==> src/rtl/vram_arbiter_if.sv <==
// Video RAM arbitration bus: requests and write flags from the video fetch,
// CPU and blitter, and the grants, mux select and strobes returned by the arbiter.
interface vram_arbiter_if;
    logic       VID_REQ;
    logic       CPU_REQ;
    logic       CPU_WR;
    logic       BLT_REQ;
    logic       BLT_WR;
    logic       VID_GNT;
    logic       CPU_GNT;
    logic       BLT_GNT;
    logic [1:0] SEL;
    logic       _WE;
    logic       ACK;
    logic       _WAIT;

    // Requester side: video timing chain, CPU bus interface and blitter.
    modport master (
        output VID_REQ, CPU_REQ, CPU_WR, BLT_REQ, BLT_WR,
        input  VID_GNT, CPU_GNT, BLT_GNT, SEL, _WE, ACK, _WAIT
    );

    // Arbiter side.
    modport slave (
        input  VID_REQ, CPU_REQ, CPU_WR, BLT_REQ, BLT_WR,
        output VID_GNT, CPU_GNT, BLT_GNT, SEL, _WE, ACK, _WAIT
    );
endinterface

==> src/rtl/vram_arbiter.sv <==
// Shared video RAM arbiter: video fetch has absolute priority, CPU and blitter
// share the remaining slots round-robin. Each access lasts ACC_CYC cycles,
// optionally followed by one dead cycle when TURN=1.
module vram_arbiter #(
    parameter int unsigned ACC_CYC = 2,
    parameter int unsigned TURN    = 1
) (
    input  logic           CLK,
    input  logic           _CLR,
    vram_arbiter_if.slave  bus
);

    typedef enum logic [1:0] {
        ST_IDLE,
        ST_ACCESS,
        ST_RECOVER
    } state_t;

    // Owner encoding doubles as the RAM mux select value.
    typedef enum logic [1:0] {
        OWN_NONE = 2'b00,
        OWN_VID  = 2'b01,
        OWN_CPU  = 2'b10,
        OWN_BLT  = 2'b11
    } owner_t;

    localparam logic [3:0] CNT_LAST = 4'(ACC_CYC);
    localparam bit         HAS_TURN = (TURN != 0);

    state_t     state;
    logic [3:0] cnt;
    owner_t     last;
    logic       wr_q;

    owner_t     pick;
    logic       pick_wr;
    logic       cpu_live;
    logic       blt_live;
    logic       at_last;
    logic       decide;

    // Winner for the next decision edge; a requester just ACKed is treated as stale.
    always_comb begin
        cpu_live = bus.CPU_REQ && !(bus.ACK && bus.CPU_GNT);
        blt_live = bus.BLT_REQ && !(bus.ACK && bus.BLT_GNT);
        at_last  = (state == ST_ACCESS) && (cnt == CNT_LAST);
        decide   = (state == ST_IDLE) || (state == ST_RECOVER) || (at_last && !HAS_TURN);
        pick     = OWN_NONE;
        pick_wr  = 1'b0;
        if (bus.VID_REQ) begin
            pick = OWN_VID;
        end else if (cpu_live && blt_live) begin
            pick = (last == OWN_BLT) ? OWN_CPU : OWN_BLT;
        end else if (cpu_live) begin
            pick = OWN_CPU;
        end else if (blt_live) begin
            pick = OWN_BLT;
        end
        if (pick == OWN_CPU) begin
            pick_wr = bus.CPU_WR;
        end else if (pick == OWN_BLT) begin
            pick_wr = bus.BLT_WR;
        end
    end

    // Access sequencer with registered grants, select, ACK and write strobe.
    always_ff @(posedge CLK or negedge _CLR) begin
        if (!_CLR) begin
            state       <= ST_IDLE;
            cnt         <= '0;
            last        <= OWN_BLT;
            wr_q        <= 1'b0;
            bus.VID_GNT <= 1'b0;
            bus.CPU_GNT <= 1'b0;
            bus.BLT_GNT <= 1'b0;
            bus.SEL     <= OWN_NONE;
            bus._WE     <= 1'b1;
            bus.ACK     <= 1'b0;
        end else if (decide) begin
            if (pick != OWN_NONE) begin
                state       <= ST_ACCESS;
                cnt         <= 4'd1;
                wr_q        <= pick_wr;
                bus.VID_GNT <= (pick == OWN_VID);
                bus.CPU_GNT <= (pick == OWN_CPU);
                bus.BLT_GNT <= (pick == OWN_BLT);
                bus.SEL     <= pick;
                bus.ACK     <= (CNT_LAST == 4'd1);
                bus._WE     <= !(pick_wr && (CNT_LAST == 4'd1));
                if (pick == OWN_CPU || pick == OWN_BLT) begin
                    last <= pick;
                end
            end else begin
                state       <= ST_IDLE;
                cnt         <= '0;
                wr_q        <= 1'b0;
                bus.VID_GNT <= 1'b0;
                bus.CPU_GNT <= 1'b0;
                bus.BLT_GNT <= 1'b0;
                bus.SEL     <= OWN_NONE;
                bus.ACK     <= 1'b0;
                bus._WE     <= 1'b1;
            end
        end else if (at_last) begin
            state       <= ST_RECOVER;
            cnt         <= '0;
            wr_q        <= 1'b0;
            bus.VID_GNT <= 1'b0;
            bus.CPU_GNT <= 1'b0;
            bus.BLT_GNT <= 1'b0;
            bus.SEL     <= OWN_NONE;
            bus.ACK     <= 1'b0;
            bus._WE     <= 1'b1;
        end else if (state == ST_ACCESS) begin
            cnt     <= cnt + 4'd1;
            bus.ACK <= ((cnt + 4'd1) == CNT_LAST);
            bus._WE <= !(wr_q && ((cnt + 4'd1) == CNT_LAST));
        end
    end

    // Z80 wait is released combinationally in the CPU's ACK cycle.
    assign bus._WAIT = !(bus.CPU_REQ && !(bus.CPU_GNT && bus.ACK));

endmodule

==> src/flat_wrapper.sv <==
// flat-port wrapper written by rule: the top's interface ports become plain ports
module vram_arbiter_flat 
#(
    parameter int unsigned ACC_CYC = 2,
    parameter int unsigned TURN    = 1
)
  (CLK, _CLR, bus_VID_REQ, bus_CPU_REQ, bus_CPU_WR, bus_BLT_REQ, bus_BLT_WR, bus_VID_GNT, bus_CPU_GNT, bus_BLT_GNT, bus_SEL, bus__WE, bus_ACK, bus__WAIT);
  vram_arbiter_if bus_i ();
  input  logic CLK;
  input  logic _CLR;
  input wire logic [$bits(bus_i.VID_REQ)-1:0] bus_VID_REQ;
  input wire logic [$bits(bus_i.CPU_REQ)-1:0] bus_CPU_REQ;
  input wire logic [$bits(bus_i.CPU_WR)-1:0] bus_CPU_WR;
  input wire logic [$bits(bus_i.BLT_REQ)-1:0] bus_BLT_REQ;
  input wire logic [$bits(bus_i.BLT_WR)-1:0] bus_BLT_WR;
  output wire logic [$bits(bus_i.VID_GNT)-1:0] bus_VID_GNT;
  output wire logic [$bits(bus_i.CPU_GNT)-1:0] bus_CPU_GNT;
  output wire logic [$bits(bus_i.BLT_GNT)-1:0] bus_BLT_GNT;
  output wire logic [$bits(bus_i.SEL)-1:0] bus_SEL;
  output wire logic [$bits(bus_i._WE)-1:0] bus__WE;
  output wire logic [$bits(bus_i.ACK)-1:0] bus_ACK;
  output wire logic [$bits(bus_i._WAIT)-1:0] bus__WAIT;
  assign bus_i.VID_REQ = bus_VID_REQ;
  assign bus_i.CPU_REQ = bus_CPU_REQ;
  assign bus_i.CPU_WR = bus_CPU_WR;
  assign bus_i.BLT_REQ = bus_BLT_REQ;
  assign bus_i.BLT_WR = bus_BLT_WR;
  assign bus_VID_GNT = bus_i.VID_GNT;
  assign bus_CPU_GNT = bus_i.CPU_GNT;
  assign bus_BLT_GNT = bus_i.BLT_GNT;
  assign bus_SEL = bus_i.SEL;
  assign bus__WE = bus_i._WE;
  assign bus_ACK = bus_i.ACK;
  assign bus__WAIT = bus_i._WAIT;
  vram_arbiter #(.ACC_CYC(ACC_CYC), .TURN(TURN)) u_core (.CLK(CLK), ._CLR(_CLR), .bus(bus_i));
endmodule
==> config.mk <==
export PLATFORM = sky130hd
export DESIGN_NAME = vram_arbiter_flat
export DESIGN_NICKNAME = d
export VERILOG_FILES = /design/src/rtl/vram_arbiter_if.sv /design/src/rtl/vram_arbiter.sv /design/src/flat_wrapper.sv
export SDC_FILE = /design/constraint.sdc
export NUM_CORES = 1
export LEC_CHECK = 0
export ABC_AREA = 0
export ABC_CLOCK_PERIOD_IN_PS = 2400
export CAP_MARGIN = 30
export CORE_MARGIN = 2
export CORE_UTILIZATION = 50
export CTS_BUF_LIST = sky130_fd_sc_hd__clkbuf_4 sky130_fd_sc_hd__clkbuf_8 sky130_fd_sc_hd__clkbuf_16
export DETAILED_ROUTE_END_ITERATION = 8
export PLACE_DENSITY = 0.76
export SYNTH_ARGS = -nofsm -noshare
export SYNTH_HDL_FRONTEND = slang
export SYNTH_SLANG_ARGS = --single-unit
==> constraint.sdc <==
create_clock -name CLK -period 2.4 [get_ports CLK]
set_clock_uncertainty 0.05 [all_clocks]
set_input_delay 0.48 -clock CLK [delete_from_list [all_inputs] [get_ports CLK]]
set_output_delay 0.48 -clock CLK [all_outputs]
set_load 0.01 [all_outputs]
==> results of run 1 <==
-- where the power goes --
part / internal, W / switching [W]
clock network: 0.0000923 / 0.0000828
logic: 0.000314 / 0.000245
registers: 0.000384 / 0.000109
-- layout by cell type, fill, tap and decap left out, types with 3 or more instances in the layout --
cell type | Yosys | final
or2_2 | 3 | 3
nor2_1 | 3 | 3
a21boi_0 | 3 | 3
clkdlybuf4s50_1 | 0 | 14
dfrtp_1 | 13 | 13
ha_1 | 3 | 3
a21oi_1 | 3 | 3
a21o_2 | 4 | 4
nand3_1 | 4 | 4
dfstp_2 | 3 | 3
inv_1 | 7 | 7
clkbuf_4 | 0 | 3
-- worst min-delay path, cell delays in order (launching register included) --
cell and delay, ns:
dfstp_2 0.37, inv_1 0.04, o21bai_1 0.06
-- per-layer routing --
layer	vias up	part of all wire	track usage
met5	-	0	0
met4	0	0.0080	0.0882
met3	2	0.045	0.0640
met2	15	0.49	0.300
met1	320	0.46	0.238
li1	316	-	-
-- worst paths after layout --
check / from / to
min in group asynchronous: _CLR / u_core.bus.SEL[1]
max in group asynchronous: _CLR / u_core.bus.ACK
worst min register to register: u_core.last[0] / u_core.last[0]
worst min-delay path: u_core.last[0] / u_core.last[0]
worst max register to register: u_core.cnt[0] / u_core.bus.SEL[0]
worst max-delay path: bus_CPU_REQ / bus__WAIT
-- registers in the layout, indices dropped and copies added, names as in the netlist --
register	cells
u_core.bus.ACK	1
u_core.bus.BLT_GNT	1
u_core.bus.CPU_GNT	1
u_core.bus.SEL	2
u_core.bus.VID_GNT	1
u_core.bus._WE	1
u_core.cnt	4
u_core.last	2
u_core.state	2
u_core.wr_q	1
-- final cells by class --
type / instances / area, µm²
Timing Repair Buffer: 16 / 155
Multi-Input combinational cell: 52 / 403
Clock buffer: 4 / 36.3
Tap cell: 16 / 20.0
Sequential cell: 16 / 404
Fill cell: 130 / 497
Inverter: 7 / 26.3
-- stage by stage --
step | setup WS [ns] | total power [W]
after floorplan | 0.675 | 0.000863
after global placement | 0.103 | 0.00104
after detailed placement | 0.0971 | 0.00106
after CTS | 0.0862 | 0.00124
after global routing | 0.0129 | 0.00132
final | 0.0848 | 0.00123
-- logic make-up (layout without fill, tap and decap cells) --
logic type	Yosys count	count (layout)	share of synthesized area
AOI/OAI and AO/OA	26	26	0.263
xor gates and xnor gates	1	1	0.0103
buffers and inverters	9	27	0.0487
and+or+nand+nor	22	22	0.158
DFF	16	16	0.476
adders and majority gates	3	3	0.0443
==> impl_metrics.tcl, run 1 <==
set metrics [dict create \
    cts_tree "built" \
    wl_per_cell_um 14.7 \
    cp_top_family "buffers and inverters" \
    grt_pass1_vias 636 \
    maxCapViolCount 0 \
    antenna_found_initial 0 \
    syn_area_um2 848 \
    synthFlopType "dfrtp_1" \
    grt-ovfl-total 0 \
    clockRootBuffer "clkbuf_4" \
    yosys.cell_count.top_type "dfrtp_1" \
    cts-hold-fix-buffers 0 \
    synth_warnings 0 \
    grt_setup_unrepaired "no" \
    path_class "in2out" \
    die_w_um 45.2 \
    postSynth.asyncResetShare 1.00 \
    area_growth_pct 23.2 \
    cts_buffers 3 \
    holdPathStages 2 \
    num_vias 653 \
    p_leak_nw 0.495 \
    htree_num_levels 1 \
    hold_path.class "reg2reg" \
    wirelength_um 1630 \
    tightest_slew_ns 0.733 \
    cp_slowest_stage_delay_ns 0.50 \
    viasPerCell 5.88 \
    crit_required_ns 1.87 \
    portBuffers 14 \
    hold_viol 0 \
    clock-sinks 16 \
    synthTopCellsByArea "dfrtp_1, dfstp_2, ha_1" \
    ys_ff_latch 16 \
    slew_headroom 0.510 \
    grtUsageTotal 0.191 \
    final_area_mm2 0.00104 \
    drtIter0Drc 9 \
    pin_count 15 \
    core_mm2 0.00154 \
    layout_min_cycle_time_ns 2.32 \
    avgSynthCellArea_um2 11.0 \
    grt_max_degree 17 \
    cp_data_arrival_time_ns 1.79 \
    final_core_util 0.678 \
    critical_path.cell_chain "clkdlybuf4s50_1, a21boi_0, inv_1, clkdlybuf4s50_1" \
    clockBufferDepth 2 \
    crit_slowest_cell "clkdlybuf4s50_1" \
    critPathBufInv 3 \
    endpoint_kind "output pin" \
    fmax_mhz 432 \
    synth_top_cell_by_area "dfrtp_1" \
    synthTopCellsByCount "dfrtp_1, inv_1, a21o_2, nand3_1" \
    drc 0 \
    dp.cells 107 \
    drive_gt1_frac 0.232 \
    nets 106 \
    grt_pass1_wl_um 2780 \
    peakVddDrop_mv 0.609 \
    cts_resized 0 \
    r2r_setup_slack_ns 0.54 \
    setup_viol 0 \
    ant_nets 0 \
    hpwl_um 1190 \
    clk_pin_slew_ns 0.09 \
    layout.cells.non_filler 111 \
    crit_top_cell "clkdlybuf4s50_1" \
    cp.depth 4 \
    whs_ns 0.427 \
    reg2reg_depth 5 \
    tns_ns 0 \
    place_area_mm2 0.00101 \
    yosys.area.top_type_share 0.383 \
    dieArea_mm2 0.00204 \
    firstDrtPassIters 4 \
    pwr_density_cell_mw_per_mm2 1170 \
    row_count 14 \
    insertedDiodeCount 0 \
    postCtsSetupBuffers 0 \
    initial_utilization 0.550 \
    ys_seq_area_frac 0.476 \
    die_y_um 45.2 \
    postSynthCellCount 77 \
    final-max-slew-violation-count 0 \
    min_period_over_period 0.965 \
    gp_congestion 0.829 \
    syn-num-nets 87 \
    synth.distinct_cells 35 \
    synth_edf_count 0 \
    cp_max_fo 3 \
    clkLatencyLatePin_ns 0.28 \
    crit_path_start_kind "primary input" \
    outcome "finished clean" \
]
(Power assumes the default switching activity.)
==> run 2, diff against run 1 <==
--- a/config.mk
+++ b/config.mk
@@ -6,13 +6,14 @@
 export NUM_CORES = 1
 export LEC_CHECK = 0
 export ABC_AREA = 0
-export ABC_CLOCK_PERIOD_IN_PS = 2400
 export CAP_MARGIN = 30
 export CORE_MARGIN = 2
 export CORE_UTILIZATION = 50
 export CTS_BUF_LIST = sky130_fd_sc_hd__clkbuf_4 sky130_fd_sc_hd__clkbuf_8 sky130_fd_sc_hd__clkbuf_16
+export CTS_CLUSTER_DIAMETER = 120
 export DETAILED_ROUTE_END_ITERATION = 8
 export PLACE_DENSITY = 0.76
+export REMOVE_ABC_BUFFERS = 1
 export SYNTH_ARGS = -nofsm -noshare
 export SYNTH_HDL_FRONTEND = slang
 export SYNTH_SLANG_ARGS = --single-unit
==> run 2 against run 1 <==
Against the previous run: utilization stayed put; sequential share of layout area is the same; clock power about the same; routed wire length rose by 0.80%; critical endpoint unchanged; largest cell class unchanged.
==> impl_metrics.tcl, run 2 (synthesis gave the netlist of run 1 again) <==
set metrics [dict create \
    p_seq_frac 0.400 \
    outcome "finished clean" \
    min_period_over_period 0.962 \
    clock_power_share 0.145 \
    insertedDiodeCount 0 \
    cts_tree "built" \
    timing.final.ws_setup_ns 0.0924 \
    swShare 0.358 \
    area_growth_pct 23.2 \
    die_w_um 45.2 \
    wirelength_um 1640 \
    tns_ns 0 \
    pwr_density_cell_mw_per_mm2 1180 \
    reg2reg_depth 5 \
    cts_buffers 3 \
    crit_path_start_kind "primary input" \
    clock-sinks 16 \
    grtUsageTotal 0.192 \
    portBuffers 14 \
    mostFrequentLayoutCells "clkdlybuf4s50_1, dfrtp_1, inv_1" \
    viasPerCell 5.86 \
    top_register "u_core.cnt" \
    fmax_mhz 433 \
    holdPathStages 2 \
    hold_viol 0 \
    nets 106 \
    p_comb_frac 0.454 \
    layout_min_cycle_time_ns 2.31 \
    hpwl_um 1180 \
    maxCapViolCount 0 \
    drtIter0Drc 11 \
    cts-hold-fix-buffers 0 \
    mostFrequentLayoutCell "clkdlybuf4s50_1" \
    firstDrtPassIters 4 \
    row_count 14 \
    power_w 0.00123 \
    antenna_found_initial 0 \
    grt_pass1_vias 648 \
    slew_headroom 0.520 \
    internal_power_w 0.000789 \
    grt-ovfl-total 0 \
    wl_per_cell_um 14.8 \
    r2r-start "u_core.cnt[0]" \
    whs_ns 0.430 \
    clockRootBuffer "clkbuf_4" \
    ant_nets 0 \
    seqCellArea_um2 404 \
    drive_gt1_frac 0.232 \
    p_leak_nw 0.495 \
    drc 0 \
    cp_max_fo 3 \
    tightest_slew_ns 0.718 \
    largest_register_ffs 4 \
    pre_cts_slack_ns 0.111 \
    path_class "in2out" \
    hold_path.class "reg2reg" \
    peakVddDrop_mv 0.612 \
    hold_start "u_core.last[0]" \
    clockBufferDepth 2 \
    fillers 136 \
    multiInputGateArea_um2 403 \
    endpoint_kind "output pin" \
    htree_num_levels 1 \
    grt_setup_unrepaired "no" \
    gp_congestion 0.765 \
    num_vias 650 \
    dieArea_mm2 0.00204 \
    critPathLaunch "bus_CPU_REQ" \
    grt_max_degree 17 \
    core_mm2 0.00154 \
    crit_required_ns 1.87 \
    setup_viol 0 \
    p_sw_w 0.000440 \
    clkLatencyLatePin_ns 0.28 \
    initial_utilization 0.550 \
    clk_pin_slew_ns 0.09 \
    die_y_um 45.2 \
    final-max-slew-violation-count 0 \
    dp.cells 107 \
    grt_pass1_wl_um 2800 \
    layout.cells.non_filler 111 \
    cp_data_arrival_time_ns 1.78 \
    pin_count 15 \
]
-- run 2: changes by cell type in the layout (fill, tap and decap cells not counted) --
cell,delta
a21boi_1,+1
a21boi_0,-1
-- run 2: per-layer routing --
layer,GRT usage,vias up,part of all wire
li1,-,313,-
met3,0.0400,4,0.032
met1,0.242,320,0.47
met5,0,-,0
met4,0.0941,0,0.015
met2,0.311,13,0.48
-- run 2: per-stage QoR --
step / area (µm²) / util
6_report: 1040 / 0.678
5_1_grt: 1040 / 0.678
4_1_cts: 1040 / 0.678
3_5_place_dp: 1010 / 0.654
3_3_place_gp: 1010 / 0.654
2_1_floorplan: 833 / -
-- run 2: critical path: stages --
cell and delay [ns]:
clkdlybuf4s50_1 0.46, a21boi_1 0.23, inv_1 0.12, clkdlybuf4s50_1 0.49
-- run 2: layout make-up --
cell class,count,area share
multi-input combinational,52,0.386
sequential,16,0.387
clock buffer,4,0.0347
timing repair buffer,16,0.149
inverter,7,0.0251
tap,16,0.0192
-- run 2: what timing repair did --
item,in CTS,in global routing
resized for setup,0,1
endpoints found under the setup margin,0,1
setup buffers,0,0
-- run 2: power by group through the flow --
stage	combinational [W]	sequential [W]	clock [W]
global placement	0.000546	0.000492	0
global route	0.000619	0.000508	0.000197
floorplan	0.000333	0.000511	0
detailed placement	0.000560	0.000496	0
CTS	0.000563	0.000490	0.000182
finish	0.000559	0.000492	0.000178
-- run 2: worst paths after layout --
kind,to,slack [ns]
worst min register to register,u_core.last[0],0.43
max in group asynchronous,u_core.bus.SEL[0],1.28
worst min-delay path,u_core.last[0],0.43
min in group asynchronous,u_core.bus.ACK,0.57
worst max-delay path,bus__WAIT,0.09
worst max register to register,u_core.state[0],0.54
==> run 3, diff against run 2 <==
--- a/config.mk
+++ b/config.mk
@@ -9,7 +9,7 @@
 export CAP_MARGIN = 30
 export CORE_MARGIN = 2
 export CORE_UTILIZATION = 50
-export CTS_BUF_LIST = sky130_fd_sc_hd__clkbuf_4 sky130_fd_sc_hd__clkbuf_8 sky130_fd_sc_hd__clkbuf_16
+export CTS_BUF_LIST = sky130_fd_sc_hd__clkbuf_16
 export CTS_CLUSTER_DIAMETER = 120
 export DETAILED_ROUTE_END_ITERATION = 8
 export PLACE_DENSITY = 0.76
==> run 3 against run 2 <==
Against the previous run: clock power increased by 79%; utilization increased by 3.0 points; combinational power increased by 2%; die area unchanged; sequential cell count unchanged; sequential share of layout area decreased by 1.6 points; power increased by 13%; register-to-register slack about the same; critical path depth unchanged; non-clock buffer count unchanged; via count increased by 2.0%; design area increased by 4.4%; critical endpoint unchanged.
==> impl_metrics.tcl, run 3 (synthesis gave the netlist of run 1 again) <==
set metrics [dict create \
    pin_count 15 \
    outcome "finished clean" \
    gp_congestion 0.765 \
    timing.final.ws_setup_ns 0.173 \
    tightest_slew_ns 0.730 \
    nets 106 \
    row_count 14 \
    maxCapViolCount 0 \
    reg2reg_depth 5 \
    num_vias 663 \
    path_class "in2out" \
    place_area_mm2 0.00101 \
    peakVddDrop_mv 0.743 \
    endpoint_kind "output pin" \
    final-max-slew-violation-count 0 \
    ant_nets 0 \
    slew_headroom 0.512 \
    area_growth_pct 28.6 \
    cts_tree "built" \
    grtUsageTotal 0.205 \
    grt_setup_unrepaired "no" \
    initial_utilization 0.550 \
    core_mm2 0.00154 \
    die_w_um 45.2 \
    insertedDiodeCount 0 \
    fmax_mhz 449 \
    critPathLaunch "bus_CPU_REQ" \
    crit_end "bus__WAIT" \
    min_period_over_period 0.928 \
    wirelength_um 1730 \
    antenna_found_initial 0 \
    tns_ns 0 \
    r2r-start "u_core.cnt[0]" \
    wl_per_cell_um 15.6 \
    crit_path_start_kind "primary input" \
    drc 0 \
    hpwl_um 1180 \
    viasPerCell 5.97 \
    cts_buffers 3 \
    grt-ovfl-total 0 \
    pwr_density_cell_mw_per_mm2 1270 \
    portBuffers 14 \
    r2r_end "u_core.state[0]" \
    firstDrtPassIters 4 \
    top_register "u_core.cnt" \
    grt_max_degree 17 \
    grt_pass1_vias 663 \
    clock-sinks 16 \
    mostFrequentLayoutCells "clkdlybuf4s50_1, dfrtp_1, inv_1" \
    htree_num_levels 1 \
    cp_max_fo 3 \
    hold_viol 0 \
    final_area_mm2 0.00109 \
    crit_required_ns 1.87 \
    mostFrequentLayoutCell "clkdlybuf4s50_1" \
    hold_path.class "reg2reg" \
    largest_register_ffs 4 \
    setup_viol 0 \
    p_leak_nw 0.513 \
    clkLatencyLatePin_ns 0.24 \
    drive_gt1_frac 0.232 \
    layout_min_cycle_time_ns 2.23 \
    cp_data_arrival_time_ns 1.70 \
    clockBufferDepth 2 \
    grt_pass1_wl_um 2960 \
    hold_start "u_core.last[0]" \
    die_y_um 45.2 \
    clk_pin_slew_ns 0.05 \
    clockRootBuffer "clkbuf_16" \
    dieArea_mm2 0.00204 \
    drtIter0Drc 8 \
    pre_cts_slack_ns 0.111 \
    r2r_setup_slack_ns 0.55 \
    cts-hold-fix-buffers 0 \
]
run 3: changes by cell type in the layout (fill, tap and decap cells not counted):
| cell | change |
|---|---|
| clkbuf_16 | +3 |
| clkbuf_8 | -1 |
| a21boi_2 | +1 |
| clkbuf_4 | -3 |
| clkinv_1 | +1 |
| a21boi_1 | -1 |
run 3: repair_timing:
action	4_1_cts	5_1_grt
setup endpoints to repair	0	1
resized for setup	0	2
hold endpoints to repair	0	0
buffers inserted	0	0
run 3: routing by layer:
| metal | routed length, µm | vias to the layer above | global-route usage | part of all wire |
|---|---|---|---|---|
| met5 | 0 | - | 0 | 0 |
| met4 | 30 | 0 | 0.0941 | 0.017 |
| met3 | 47 | 5 | 0.0400 | 0.027 |
| met2 | 860 | 12 | 0.337 | 0.50 |
| met1 | 789 | 329 | 0.258 | 0.46 |
| li1 | - | 317 | - | - |
run 3: power breakdown:
part / leakage [nW] / internal, W / switching [W] / total (W)
clock: 0.0385 / 0.000221 / 0.0000985 / 0.000319
sequential: 0.197 / 0.000385 / 0.000113 / 0.000498
combinational: 0.278 / 0.000316 / 0.000252 / 0.000568
run 3: worst max-delay path, stage by stage:
cell and delay (ns):
clkdlybuf4s50_1 0.46, a21boi_2 0.19, inv_1 0.09, clkdlybuf4s50_1 0.48
run 3: worst min path at each step:
stage                     slack [ns]             end  depth (start not counted)
after floorplan                 0.13  u_core.bus.ACK                          0
after CTS                       0.42  u_core.last[0]                          2
after global routing            0.44  u_core.last[0]                          2
after global placement          0.41  u_core.last[0]                          2
after detailed placement        0.42  u_core.last[0]                          2
final                           0.42  u_core.last[0]                          2
run 3: cell type report:
class                      count  area [µm²]
inverter                       7        26.3
tap                           16        20.0
clock buffer                   3        75.1
fill                         123         450
sequential                    16         404
clock inverter                 1        3.75
timing repair buffer          16         155
multi-input combinational     52         407
run 3: metrics by stage:
stage               power, W  hold WS (ns)   util  instances
finish               0.00138         0.424  0.708        111
global route         0.00148         0.438  0.708        111
CTS                  0.00139         0.425  0.705        111
detailed placement   0.00106         0.417  0.654        107
global placement     0.00104         0.411  0.654        107
floorplan           0.000844         0.134      -         75
